==> config.mk <==
export PLATFORM = sky130hd
export DESIGN_NAME = cas_tape_writer
export DESIGN_NICKNAME = d
export VERILOG_FILES = /design/src/rtl/cas_tape_pkg.sv /design/src/rtl/cas_byte_fifo.sv /design/src/rtl/cas_tape_writer.sv
export SDC_FILE = /design/constraint.sdc
export NUM_CORES = 1
export LEC_CHECK = 0
export ABC_AREA = 1
export ABC_CLOCK_PERIOD_IN_PS = 4270
export CORE_MARGIN = 8
export CORE_UTILIZATION = 57
export DETAILED_ROUTE_END_ITERATION = 6
export PLACE_DENSITY = 0.76
export REMOVE_ABC_BUFFERS = 1
export SYNTH_ARGS = -nofsm -noshare
export SYNTH_HDL_FRONTEND = slang
export SYNTH_SLANG_ARGS = --single-unit
==> constraint.sdc <==
create_clock -name clk_sys -period 4.27 [get_ports clk_sys]
set_input_delay 0.427 -clock clk_sys [delete_from_list [all_inputs] [get_ports clk_sys]]
set_output_delay 0.427 -clock clk_sys [all_outputs]
set_load 0.02 [all_outputs]
==> src/rtl/cas_tape_pkg.sv <==
// Shared definitions for the cassette tape writer: FSM state encoding,
// default timing constants and small saturating-counter helpers.
package cas_tape_pkg;

    typedef enum logic [1:0] {
        ST_IDLE   = 2'd0,
        ST_HUNT   = 2'd1,
        ST_SYNCED = 2'd2,
        ST_FLUSH  = 2'd3
    } cas_state_e;

    // Edge interval below which an edge is a mid-cell data pulse (us)
    localparam int unsigned DEF_SPLIT_US   = 32'd500;
    // Edge interval at or above which the block is considered finished (us)
    localparam int unsigned DEF_TIMEOUT_US = 32'd4000;
    // Byte-alignment pattern that follows the leader
    localparam logic [7:0]  DEF_SYNC_BYTE  = 8'h66;

    // 13-bit increment that sticks at all-ones
    function automatic logic [12:0] sat_inc13(input logic [12:0] v);
        if (v == 13'h1FFF) begin
            return v;
        end else begin
            return v + 13'd1;
        end
    endfunction

    // 16-bit increment that sticks at all-ones
    function automatic logic [15:0] sat_inc16(input logic [15:0] v);
        if (v == 16'hFFFF) begin
            return v;
        end else begin
            return v + 16'd1;
        end
    endfunction

endpackage

==> src/rtl/cas_byte_fifo.sv <==
// Synchronous first-word-fall-through byte FIFO. The head entry is visible on
// rd_data whenever empty is low; rd_data reads as zero while empty. A write
// into a full FIFO is accepted only when a read happens on the same cycle.
module cas_byte_fifo #(
    parameter int unsigned DEPTH = 32'd16
) (
    input  logic       clk_sys,
    input  logic       reset,
    input  logic       wr_en,
    input  logic [7:0] wr_data,
    input  logic       rd_en,
    output logic [7:0] rd_data,
    output logic       full,
    output logic       empty
);

    localparam int unsigned AW = $clog2(DEPTH);

    logic [7:0]  mem_r [DEPTH];
    logic [AW:0] wr_ptr_r;
    logic [AW:0] rd_ptr_r;
    logic        rd_ok_s;
    logic        wr_ok_s;

    assign empty   = (wr_ptr_r == rd_ptr_r);
    assign full    = (wr_ptr_r[AW-1:0] == rd_ptr_r[AW-1:0]) && (wr_ptr_r[AW] != rd_ptr_r[AW]);
    assign rd_ok_s = rd_en & ~empty;
    assign wr_ok_s = wr_en & (~full | rd_ok_s);
    assign rd_data = empty ? 8'h00 : mem_r[rd_ptr_r[AW-1:0]];

    // Storage array write port; contents are don't-care until written
    always_ff @(posedge clk_sys) begin
        if (wr_ok_s) begin
            mem_r[wr_ptr_r[AW-1:0]] <= wr_data;
        end
    end

    // Read and write pointers with one extra wrap bit for full/empty
    always_ff @(posedge clk_sys) begin
        if (reset) begin
            wr_ptr_r <= {(AW+1){1'b0}};
            rd_ptr_r <= {(AW+1){1'b0}};
        end else begin
            if (wr_ok_s) begin
                wr_ptr_r <= wr_ptr_r + (AW+1)'(1'b1);
            end
            if (rd_ok_s) begin
                rd_ptr_r <= rd_ptr_r + (AW+1)'(1'b1);
            end
        end
    end

endmodule

==> src/rtl/cas_tape_writer.sv <==
// Cassette tape capture: measures the interval between rising edges of the
// machine's tape output, splits them into clock and data pulses, hunts for the
// sync byte, then packs every eight committed bits into a byte and buffers it
// for the consumer. A long silence (or enable dropping) ends the block.
// Optional build macro CAS_TAPE_WRITER_STATS_EN adds the err_count output.
module cas_tape_writer
    import cas_tape_pkg::*;
#(
    parameter int unsigned TICK_DIV   = 32'd42,
    parameter int unsigned SPLIT_US   = DEF_SPLIT_US,
    parameter int unsigned TIMEOUT_US = DEF_TIMEOUT_US,
    parameter logic [7:0]  SYNC_BYTE  = DEF_SYNC_BYTE,
    parameter int unsigned FIFO_DEPTH = 32'd16
) (
    input  logic        clk_sys,
    input  logic        reset,
    input  logic        enable,
    input  logic        tape_out,
    output logic        out_valid,
    input  logic        out_ready,
    output logic [7:0]  out_data,
    output logic [15:0] out_addr,
    output logic        active,
    output logic        done,
    output logic        overflow
`ifdef CAS_TAPE_WRITER_STATS_EN
    ,
    output logic [15:0] err_count
`endif
);

    localparam int unsigned     TW           = (TICK_DIV > 32'd1) ? $clog2(TICK_DIV) : 32'd1;
    localparam logic [TW-1:0]   TICK_LAST    = TW'(TICK_DIV - 32'd1);
    localparam logic [12:0]     SPLIT_L      = 13'(SPLIT_US);
    localparam logic [12:0]     TIMEOUT_L    = 13'(TIMEOUT_US);
    localparam logic [12:0]     TIMEOUT_M1_L = 13'(TIMEOUT_US - 32'd1);

    cas_state_e     state_r;
    logic [TW-1:0]  tick_cnt_r;
    logic [12:0]    interval_r;
    logic           tape_d_r;
    logic [7:0]     shift_r;
    logic           pending_r;
    logic [2:0]     bit_cnt_r;
    logic           push_r;
    logic [7:0]     push_data_r;
    logic           active_r;
    logic           done_r;
    logic           overflow_r;
    logic [15:0]    out_addr_r;

    logic           tick_s;
    logic           rise_s;
    logic           timeout_s;
    logic           in_block_s;
    logic           start_s;
    logic           data_pulse_s;
    logic           clock_pulse_s;
    logic           dbl_err_s;
    logic [7:0]     commit_val_s;
    logic           fifo_full_s;
    logic           fifo_empty_s;
    logic           pop_s;

    assign tick_s        = (tick_cnt_r == TICK_LAST);
    assign rise_s        = tape_out & ~tape_d_r;
    assign timeout_s     = (interval_r >= TIMEOUT_L);
    assign in_block_s    = ((state_r == ST_HUNT) || (state_r == ST_SYNCED)) && enable && !timeout_s;
    assign start_s       = (state_r == ST_IDLE) && enable && rise_s;
    assign data_pulse_s  = rise_s && (interval_r < SPLIT_L);
    assign clock_pulse_s = rise_s && (interval_r >= SPLIT_L) && (interval_r < TIMEOUT_L);
    assign dbl_err_s     = in_block_s && data_pulse_s && pending_r;
    assign commit_val_s  = {shift_r[6:0], pending_r};
    assign pop_s         = ~fifo_empty_s & out_ready;

    assign out_valid = ~fifo_empty_s;
    assign out_addr  = out_addr_r;
    assign active    = active_r;
    assign done      = done_r;
    assign overflow  = overflow_r;

    cas_byte_fifo #(
        .DEPTH   (FIFO_DEPTH)
    ) u_fifo (
        .clk_sys (clk_sys),
        .reset   (reset),
        .wr_en   (push_r),
        .wr_data (push_data_r),
        .rd_en   (pop_s),
        .rd_data (out_data),
        .full    (fifo_full_s),
        .empty   (fifo_empty_s)
    );

    // Modulo-TICK_DIV prescaler producing the 1 us tick
    always_ff @(posedge clk_sys) begin
        if (reset) begin
            tick_cnt_r <= {TW{1'b0}};
        end else if (tick_s) begin
            tick_cnt_r <= {TW{1'b0}};
        end else begin
            tick_cnt_r <= tick_cnt_r + TW'(1'b1);
        end
    end

    // Delayed tape level for rising-edge detection
    always_ff @(posedge clk_sys) begin
        if (reset) begin
            tape_d_r <= 1'b0;
        end else begin
            tape_d_r <= tape_out;
        end
    end

    // Microseconds since the last rising edge, saturating at all-ones
    always_ff @(posedge clk_sys) begin
        if (reset) begin
            interval_r <= 13'd0;
        end else if (rise_s) begin
            interval_r <= 13'd0;
        end else if (tick_s) begin
            interval_r <= sat_inc13(interval_r);
        end
    end

    // Capture FSM: pulse classification, bit packing, sync hunt and block end
    always_ff @(posedge clk_sys) begin
        if (reset) begin
            state_r     <= ST_IDLE;
            shift_r     <= 8'h00;
            pending_r   <= 1'b0;
            bit_cnt_r   <= 3'd0;
            push_r      <= 1'b0;
            push_data_r <= 8'h00;
            active_r    <= 1'b0;
            done_r      <= 1'b0;
        end else begin
            push_r <= 1'b0;
            done_r <= 1'b0;
            case (state_r)
                ST_IDLE: begin
                    if (start_s) begin
                        state_r   <= ST_HUNT;
                        shift_r   <= 8'h00;
                        pending_r <= 1'b0;
                        bit_cnt_r <= 3'd0;
                    end
                end
                ST_HUNT, ST_SYNCED: begin
                    if (!enable || timeout_s) begin
                        // Any partial byte is abandoned here
                        state_r   <= ST_FLUSH;
                        active_r  <= 1'b0;
                        done_r    <= 1'b1;
                        bit_cnt_r <= 3'd0;
                        pending_r <= 1'b0;
                    end else if (data_pulse_s) begin
                        // A repeated data pulse in one cell leaves the bit at 1
                        pending_r <= 1'b1;
                    end else if (clock_pulse_s) begin
                        shift_r   <= commit_val_s;
                        pending_r <= 1'b0;
                        if (state_r == ST_HUNT) begin
                            if (commit_val_s == SYNC_BYTE) begin
                                state_r     <= ST_SYNCED;
                                push_r      <= 1'b1;
                                push_data_r <= SYNC_BYTE;
                                bit_cnt_r   <= 3'd0;
                                active_r    <= 1'b1;
                            end else begin
                                bit_cnt_r <= bit_cnt_r + 3'd1;
                            end
                        end else begin
                            bit_cnt_r <= bit_cnt_r + 3'd1;
                            if (bit_cnt_r == 3'd7) begin
                                push_r      <= 1'b1;
                                push_data_r <= commit_val_s;
                            end
                        end
                    end
                end
                ST_FLUSH: begin
                    if (fifo_empty_s && !push_r) begin
                        state_r <= ST_IDLE;
                    end
                end
                default: begin
                    state_r <= ST_IDLE;
                end
            endcase
        end
    end

    // Index of the byte on out_data: restarts with each block, advances per transfer
    always_ff @(posedge clk_sys) begin
        if (reset) begin
            out_addr_r <= 16'd0;
        end else if (start_s) begin
            out_addr_r <= 16'd0;
        end else if (pop_s) begin
            out_addr_r <= out_addr_r + 16'd1;
        end
    end

    // Sticky drop flag; a pop on the same cycle makes room for the push
    always_ff @(posedge clk_sys) begin
        if (reset) begin
            overflow_r <= 1'b0;
        end else if (push_r && fifo_full_s && !pop_s) begin
            overflow_r <= 1'b1;
        end
    end

`ifdef CAS_TAPE_WRITER_STATS_EN
    logic [15:0] err_count_r;

    assign err_count = err_count_r;

    // Error statistics: double data pulses and near-timeout clock intervals
    always_ff @(posedge clk_sys) begin
        if (reset) begin
            err_count_r <= 16'd0;
        end else if (dbl_err_s ||
                     (in_block_s && (state_r == ST_SYNCED) && clock_pulse_s &&
                      (interval_r == TIMEOUT_M1_L))) begin
            err_count_r <= sat_inc16(err_count_r);
        end
    end
`else
    logic unused_stats_s;
    assign unused_stats_s = dbl_err_s ^ (TIMEOUT_M1_L == 13'd0);
`endif

endmodule

==> reports/qor.csv, run 1 <==
metric,value,unit
cp.arrival,3.20,ns
die_height,143,um
cts.sinks,203,
worstRegToRegCells,7,
grt_usage,19.0,%
dieArea,20500,sq um
synth_edf_count,128,
drive_gt1_share,6.03,%
hpwl,12100,um
cts_root_buf,clkbuf_16,
stdcell_count,1244,
cts_tree,done,
syn_to_final_growth,12.4,%
tns,0,ns
place_ws,1.20,ns
syn_inst,990,
coreArea,15800,sq um
firstDrtPassIters,5,
leakagePower,3.77,nW
cp_num_buf_inv,1,
critPathKind,flop to primary output,
place_congestion,0.855,
slowest_stage,dfxtp_2,
drtAntennaViolNets,0,
synth.yosys.seq_area_share,58.1,%
drv_slew,0,
cp.depth,5,
critical_path.top_delay_family,flip-flops,
grt_pass1_vias,6400,
rsz0062_at_grt,false,
final_common_cell,nand2_1,
yosysUniqueCellTypes,41,
syn_area_per_cell,9.29,sq um
dieWidth,143,um
start_kind,flop,
cp_cell_sequence,o21ai_0 > a21oi_1 > o21ai_0 > a211oi_1 > clkdlybuf4s50_1,
tightest_slew,1.21,ns
ys_ff_latch,203,
whs_path_depth,2,
cts_max_path_buffers,3,
io_buffers,32,
p_per_area,435,nW/um^2
cts_hold_buffers,0,
final_cell_mix,"nand2_1, inv_1, edfxtp_1",
clock_skew,0.00962,ns
crit_top_cell,o21ai_0,
seq_area,5350,sq um
slew_headroom,19.4,%
vias,6748,
setup_viol,0,
cap_violations,0,
fin_crit_sh,84.9,%
cts_made_buffers,22,
antenna_found_initial,0,
period_needed,3.63,ns
holdWs,0.468,ns
crit_path_max_incr_delay,1.11,ns
clock_latency,0.49,ns
pin_count,33,
required,3.84,ns
final_core_util,65.3,%
fillers,1311,
holdCritPathClass,flop to flop,
fin_ws,0.643,ns
ir_drop,387,uV
h-tree-depth,1,
routed_via_density,5.42,
end_kind,primary output,
wire_per_inst,15.4,um
post_cts_buffers,0,
initial_core_util,58.1,%
outcome,"complete, no violations",
timing.rr.start,u_fifo.rd_ptr_r[4],
fin_nets,1033,
grt_max_degree,88,
hold_viol,0,
yosysWarningCount,0,
grt_overflow,0,
crit_fanout,64,
synth_area,9200,sq um
antenna_cells,0,
fmax,276,MHz
multi_input_area,3060,sq um
grt_pass1_wl,31500,um
cts_resized,0,
synth_ff_type,edfxtp_1,
rows,46,
drc,0,
clk_pin_slew,0.06,ns
drt-total-wl,19200,um
dp.cells,1204,
ys_async_sr_fraction,0,%
hold_start,active,
drt_iter0_drc,627,
[registers in the layout, indices dropped and copies added (netlist names), 2 cells and up, named ones only]
register and flops:
u_fifo.mem_r 128, out_addr 16, interval_r 13, push_data_r 8, shift_r 7, tick_cnt_r 6, u_fifo.rd_ptr_r 5, u_fifo.wr_ptr_r 5
bit_cnt_r 3, state_r 2
[Yosys cell counts (5+ instances only)]
| cell | count | area, sq um |
|---|---|---|
| buf_6 | 6 | 67.6 |
| nor2_2 | 5 | 31.3 |
| xor2_1 | 13 | 114 |
| nand3_1 | 59 | 295 |
| a21oi_1 | 94 | 470 |
| o21ai_0 | 68 | 340 |
| inv_1 | 151 | 567 |
| dfxtp_1 | 75 | 1500 |
| edfxtp_1 | 128 | 3840 |
| nand4_1 | 8 | 50.1 |
| ha_1 | 16 | 200 |
| clkbuf_1 | 20 | 75.1 |
| nand2_1 | 165 | 619 |
| o211ai_1 | 24 | 180 |
| nor3_1 | 16 | 80.1 |
| a211oi_1 | 8 | 60.1 |
| buf_2 | 9 | 45.0 |
| o21ai_1 | 12 | 60.1 |
| xnor2_1 | 7 | 61.3 |
| nor2_1 | 76 | 285 |
[cell families after synthesis]
kind of cell	Yosys count	synth area share (%)
AO/OA/AOI/OAI	209	12.3
XOR/XNOR	20	1.90
adder cells (fa/ha/maj)	16	2.18
buffers and inverters	195	8.64
flip-flops	203	58.1
AND/OR/NAND/NOR	347	16.9
[cell type report]
| class | instances | share of cell area (%) |
|---|---|---|
| sequential | 203 | 51.7 |
| multi-input combinational | 592 | 29.6 |
| clock buffer | 32 | 6.09 |
| inverter | 156 | 5.69 |
| timing repair buffer | 37 | 3.46 |
| tap | 216 | 2.61 |
| clock inverter | 8 | 0.859 |
[power by group]
| group | switching (W) | total (W) | internal (W) | leakage [nW] |
|---|---|---|---|---|
| clock | 0.000720 | 0.00186 | 0.00114 | 0.355 |
| sequential | 0.0000553 | 0.00216 | 0.00210 | 1.79 |
| combinational | 0.000314 | 0.000480 | 0.000165 | 1.63 |
| total | 0.00109 | 0.00450 | 0.00341 | 3.77 |
[through the flow]
step                area (sq um)  power, W
floorplan                   8990   0.00255
global placement            9620   0.00266
global route               10300   0.00470
detailed placement          9620   0.00267
CTS                        10300   0.00453
finish                     10300   0.00450
[final timing paths]
check / slack, ns / to
setup reg to reg: 1.67 / u_fifo.mem_r[3][7]
hold reg to reg: 0.47 / active
hold / removal: 0.47 / active
setup / recovery: 0.64 / out_data[7]
[per-layer routing]
layer / GRT usage [%] / wire [um] / vias to the layer above
met1: 26.1 / 8960 / 3186
met2: 30.5 / 8850 / 193
met4: 5.43 / 346 / 0
met3: 3.17 / 1020 / 31
met5: 0 / 0 / -
li1: - / - / 3338
[worst register-to-register path, stage by stage, from the launching register on]
cell	delay [ns]
dfxtp_1	0.33
xnor2_1	0.39
nor2_1	0.11
nand2_1	0.09
nand2_1	0.23
inv_1	0.20
nand3_1	0.15
nor2_1	0.72
Note: power is estimated with default switching activity, not from simulation.
==> run 2: changes to the inputs <==
Settings changed: ABC_CLOCK_PERIOD_IN_PS 4270 to 3800.
Clock period 4.27 ns to 3.8 ns, I/O delays scaled along.
==> run 2 against run 1 <==
Effect of this change: wire length is 2.1% higher; worst hold slack got worse by 0.034 ns; critical endpoint is now out_data[2]; highest routed layer unchanged; largest power group unchanged; die area did not move; clock power is 25% higher; largest cell class unchanged.
==> reports/qor.csv, run 2 (same netlist as run 1, synthesis figures left out) <==
metric,value,unit,change
required,3.42,ns,-0.42 ns
clock_power_share,44.0,%,+2.6 points
cp.arrival,3.11,ns,-0.09 ns
drtAntennaViolNets,0,,unchanged
drv_slew,0,,unchanged
routed_via_density,5.37,,-0.95%
die_height,143,um,unchanged
p_sw_share,24.2,%,-0.025 points
grt_max_degree,108,,+23%
cts_made_buffers,22,,unchanged
rows,46,,unchanged
place_congestion,0.865,,+1.1%
hpwl,12300,um,+1.3%
rsz0062_at_grt,false,,
leakagePower,3.81,nW,+1.0%
largest_register_ffs,128,,unchanged
place_ws,0.799,ns,-0.401 ns
setup_viol,0,,unchanged
coreArea,15800,sq um,unchanged
holdCritPathClass,input pin to flop,,
cts_root_buf,clkbuf_16,,
fin_area,10400,sq um,+0.85%
drc,0,,unchanged
cts_max_path_buffers,3,,unchanged
cts_resized,0,,unchanged
syn_to_final_growth,13.4,%,
drt_iter0_drc,496,,-21%
slew_headroom,37.0,%,+18 points
vias,6689,,-0.87%
grt_pass1_vias,6517,,+1.8%
tns,0,ns,unchanged
crit_fanout,107,,+67%
fin_ws,0.311,ns,-0.332 ns
final_cell_mix,"nand2_1, inv_1, edfxtp_1",,
grt_usage,19.6,%,+0.55 points
combPwrFrac,10.2,%,-0.5 points
clock_latency,0.50,ns,about the same
firstDrtPassIters,5,,unchanged
worstRegToRegCells,8,,+1
antenna_found_initial,0,,unchanged
period_needed,3.49,ns,
power.total,0.00529,W,+18%
fin_nets,1034,,+0.097%
fmax,287,MHz,
fin_crit_sh,91.8,%,
tightest_slew,0.941,ns,-0.269 ns
initial_core_util,58.1,%,unchanged
pin_count,33,,unchanged
hold_viol,0,,unchanged
p_int,0.00401,W,+18%
dpl_cell_area,9630,sq um,about the same
drt-total-wl,19600,um,+2.1%
cts.sinks,203,,unchanged
start_kind,flop,,
dieArea,20500,sq um,unchanged
clock_skew,0.0114,ns,+0.00178 ns
drive_gt1_share,6.51,%,+0.48 points
dieWidth,143,um,unchanged
ir_drop,386,uV,-0.24%
critPathKind,flop to primary output,,
post_cts_buffers,0,,unchanged
final_common_cell,nand2_1,,
io_buffers,32,,unchanged
antenna_cells,0,,unchanged
p_per_area,508,nW/um^2,+17%
p_sw,0.00128,W,+18%
cts_tree,done,,
whs_path_depth,3,,+1
outcome,"complete, no violations",,
sequentialPowerShare,45.9,%,-2.1 points
clk_pin_slew,0.06,ns,about the same
h-tree-depth,1,,unchanged
wire_per_inst,15.7,um,+2.0%
cts_hold_buffers,0,,unchanged
grt_pass1_wl,32200,um,+2.1%
cap_violations,0,,unchanged
grt_overflow,0,,unchanged
end_kind,primary output,,
run 2: cell types whose count changed in the layout (fill, tap and decap cells not counted):
| cell | previous run | this run |
|---|---|---|
| clkbuf_8 | 2 | 1 |
| bufinv_16 | 2 | 5 |
| dfxtp_2 | 1 | 0 |
| buf_4 | 5 | 6 |
| dfxtp_4 | 1 | 2 |
| clkbuf_1 | 7 | 3 |
| inv_6 | 0 | 1 |
| clkinvlp_4 | 0 | 1 |
run 2: critical path, stage by stage, from the launching register on:
cell and delay, ns:
dfxtp_4 0.96, buf_4 0.37, o211ai_1 0.13, nand3_1 0.13
a21oi_1 0.09, a211oi_1 0.24, clkdlybuf4s50_1 0.66
run 2: per-layer routing:
metal	wire length (um)	vias to the layer above	part of all wire [%]	track usage, %
met5	0	-	0	0
met4	453	0	2.3	7.05
met1	8740	3113	45	25.2
li1	-	3348	-	-
met3	1110	37	5.7	3.17
met2	9270	191	47	32.8
run 2: power by group through the flow:
stage	clock [W]	combinational [W]	sequential [W]
2_1_floorplan	0	0.000397	0.00246
3_3_place_gp	0	0.000516	0.00247
3_5_place_dp	0	0.000526	0.00247
4_1_cts	0.00236	0.000540	0.00243
5_1_grt	0.00243	0.000617	0.00244
6_report	0.00233	0.000538	0.00243
run 2: layout make-up:
type                       instances  area, sq um
clock buffer                      27          601
clock inverter                    13          195
fill                            1284         5400
inverter                         156          588
multi-input combinational        592         3060
sequential                       203         5350
tap                              216          270
timing repair buffer              38          365
run 2: worst paths after layout:
check,startpoint,end,slack (ns)
max,flop,out_data[2],0.31
min,tape_out,tape_d_r,0.43
max reg2reg,u_fifo.rd_ptr_r[4],u_fifo.mem_r[5][3],1.30
min reg2reg,tick_cnt_r[3],tick_cnt_r[3],0.48
run 2: metrics by stage:
step                      hold WS, ns  cells  util [%]
after floorplan                 0.444    951         -
after global placement          0.454   1205      60.8
after detailed placement        0.462   1205      60.8
final                           0.434   1245      65.9
after CTS                       0.420   1245      65.9
after global routing            0.461   1245      65.9
==> run 3: changes to the inputs <==
Settings changed: ABC_CLOCK_PERIOD_IN_PS 3800 to 3700.
Clock period 3.8 ns to 3.7 ns, I/O delays scaled along.
==> run 3 against run 2 <==
Effect of this change: power fell by 2.7%; sequential power grew 2%; die area unchanged; largest cell class unchanged; non-clock buffer count is 4 higher; core utilization fell by 0.46 points; worst setup slack got worse by 0.0045 ns; via count about the same; final cell count about the same; register-to-register slack lost 0.06 ns; critical path depth did not move.
==> reports/qor.csv, run 3 (same netlist as run 1, synthesis figures left out) <==
metric,value,unit,change
outcome,"complete, no violations",,
cts.sinks,203,,unchanged
antenna_found_initial,0,,unchanged
largest_register_ffs,128,,unchanged
grt_max_degree,89,,-18%
die_height,143,um,unchanged
holdCritPathClass,input pin to flop,,
place_ws,0.732,ns,-0.0673 ns
io_buffers,32,,unchanged
grt_pass1_wl,31300,um,-2.8%
vias,6691,,+0.030%
stdcell_count,1246,,+0.080%
timing.rr.start,u_fifo.rd_ptr_r[4],,
period_needed,3.39,ns,
dp.cells,1209,,+0.33%
initial_core_util,58.1,%,unchanged
p_per_area,497,nW/um^2,-2.0%
final_cell_mix,"nand2_1, inv_1, edfxtp_1",,
h-tree-depth,1,,unchanged
final_common_cell,nand2_1,,
ir_drop,493,uV,+28%
hold_end,tape_d_r,,
whs_path_depth,3,,unchanged
wire_per_inst,15.2,um,-3.5%
fmax,295,MHz,
syn_to_final_growth,12.6,%,
drtAntennaViolNets,0,,unchanged
rsz0062_at_grt,false,,
grt_pass1_vias,6269,,-3.8%
drt-total-wl,18900,um,-3.4%
coreArea,15800,sq um,unchanged
crit_fanout,88,,-18%
tightest_slew,0.912,ns,-0.0292 ns
dieArea,20500,sq um,unchanged
hpwl,12200,um,-1.1%
grt_overflow,0,,unchanged
routed_via_density,5.37,,about the same
cts_tree,done,,
drv_slew,0,,unchanged
cts_made_buffers,21,,-4.5%
rows,46,,unchanged
dpl_cell_area,9660,sq um,+0.31%
clock_skew,0.0115,ns,+0.0000576 ns
crit_path_max_incr_delay,0.85,ns,-0.11 ns
dieWidth,143,um,unchanged
place_congestion,0.854,,-1.2%
clock_latency,0.49,ns,about the same
leakagePower,3.78,nW,-0.79%
critPathKind,flop to primary output,,
cp_cell_sequence,buf_4 > o211ai_1 > nand3_1 > a21oi_1 > a211oi_1 > clkdlybuf4s50_1,,
hold_start,tape_out,,
drc,0,,unchanged
worstRegToRegCells,8,,unchanged
start_kind,flop,,
fin_ws,0.306,ns,-0.00445 ns
cts_max_path_buffers,3,,unchanged
cap_violations,0,,unchanged
cts_root_buf,clkbuf_16,,
drt_iter0_drc,478,,-3.6%
cp.arrival,3.02,ns,-0.09 ns
slowest_stage,dfxtp_4,,
fillers,1267,,-1.3%
fin_crit_sh,91.7,%,
grt_usage,19.0,%,-0.57 points
setup_viol,0,,unchanged
tns,0,ns,unchanged
antenna_cells,0,,unchanged
slew_headroom,39.0,%,+2.0 points
end_kind,primary output,,
required,3.33,ns,-0.09 ns
hold_viol,0,,unchanged
fin_area,10400,sq um,-0.70%
r2r_slack,1.24,ns,-0.06 ns
drive_gt1_share,6.41,%,-0.10 points
firstDrtPassIters,5,,unchanged
r2r_end,u_fifo.mem_r[6][1],,
pin_count,33,,unchanged
fin_nets,1037,,+0.29%
clk_pin_slew,0.06,ns,about the same
==> run 3: cell type report <==
class / instances / area, sq um / share of cell area, %
tap: 216 / 270 / 2.61
sequential: 203 / 5350 / 51.7
clock buffer: 27 / 568 / 5.49
clock inverter: 10 / 125 / 1.21
timing repair buffer: 42 / 395 / 3.82
inverter: 156 / 588 / 5.68
multi-input combinational: 592 / 3060 / 29.5
==> run 3: worst max-delay path, delay by kind of cell, from the launching register on <==
family | cells | cell delay (ns)
buffers and inverters | 2 | 1.03
DFF | 1 | 0.85
and+or+nand+nor | 1 | 0.14
AOI/OAI and AO/OA | 3 | 0.50
==> run 3: repair_timing <==
action,CTS,global route
hold buffers,0,0
setup endpoints to repair,0,2
resized for setup,0,1
buffers inserted,0,0
==> run 3: worst max path at each step <==
stage | start | endpoint | slack (ns) | depth (start not counted)
CTS | flop | out_data[7] | 0.21 | 5
floorplan | flop | out_data[0] | 0.07 | 4
finish | flop | out_data[0] | 0.31 | 6
detailed placement | flop | out_data[7] | 0.73 | 5
global route | flop | out_data[6] | 0.08 | 6
global placement | flop | out_data[7] | 0.72 | 5
==> run 3: routing by layer <==
layer / vias to the layer above / GRT usage, % / share of wire [%]
li1: 3341 / - / -
met2: 186 / 30.4 / 46
met3: 37 / 2.94 / 5.9
met4: 0 / 6.66 / 2.7
met1: 3127 / 25.8 / 46
met5: - / 0 / 0
==> run 3: through the flow <==
step                power, W  hold slack, ns  utilization, %
global route         0.00537           0.483            65.4
finish               0.00515           0.452            65.4
floorplan            0.00294           0.439               -
detailed placement   0.00308           0.462            61.0
CTS                  0.00519           0.439            65.4
global placement     0.00307           0.454            61.0
==> run 3: where the power goes <==
group | leakage [nW] | internal [W] | switching (W)
logic | 1.65 | 0.000191 | 0.000354
registers | 1.79 | 0.00243 | 0.0000632
clock network | 0.339 | 0.00129 | 0.000824
total | 3.78 | 0.00391 | 0.00124
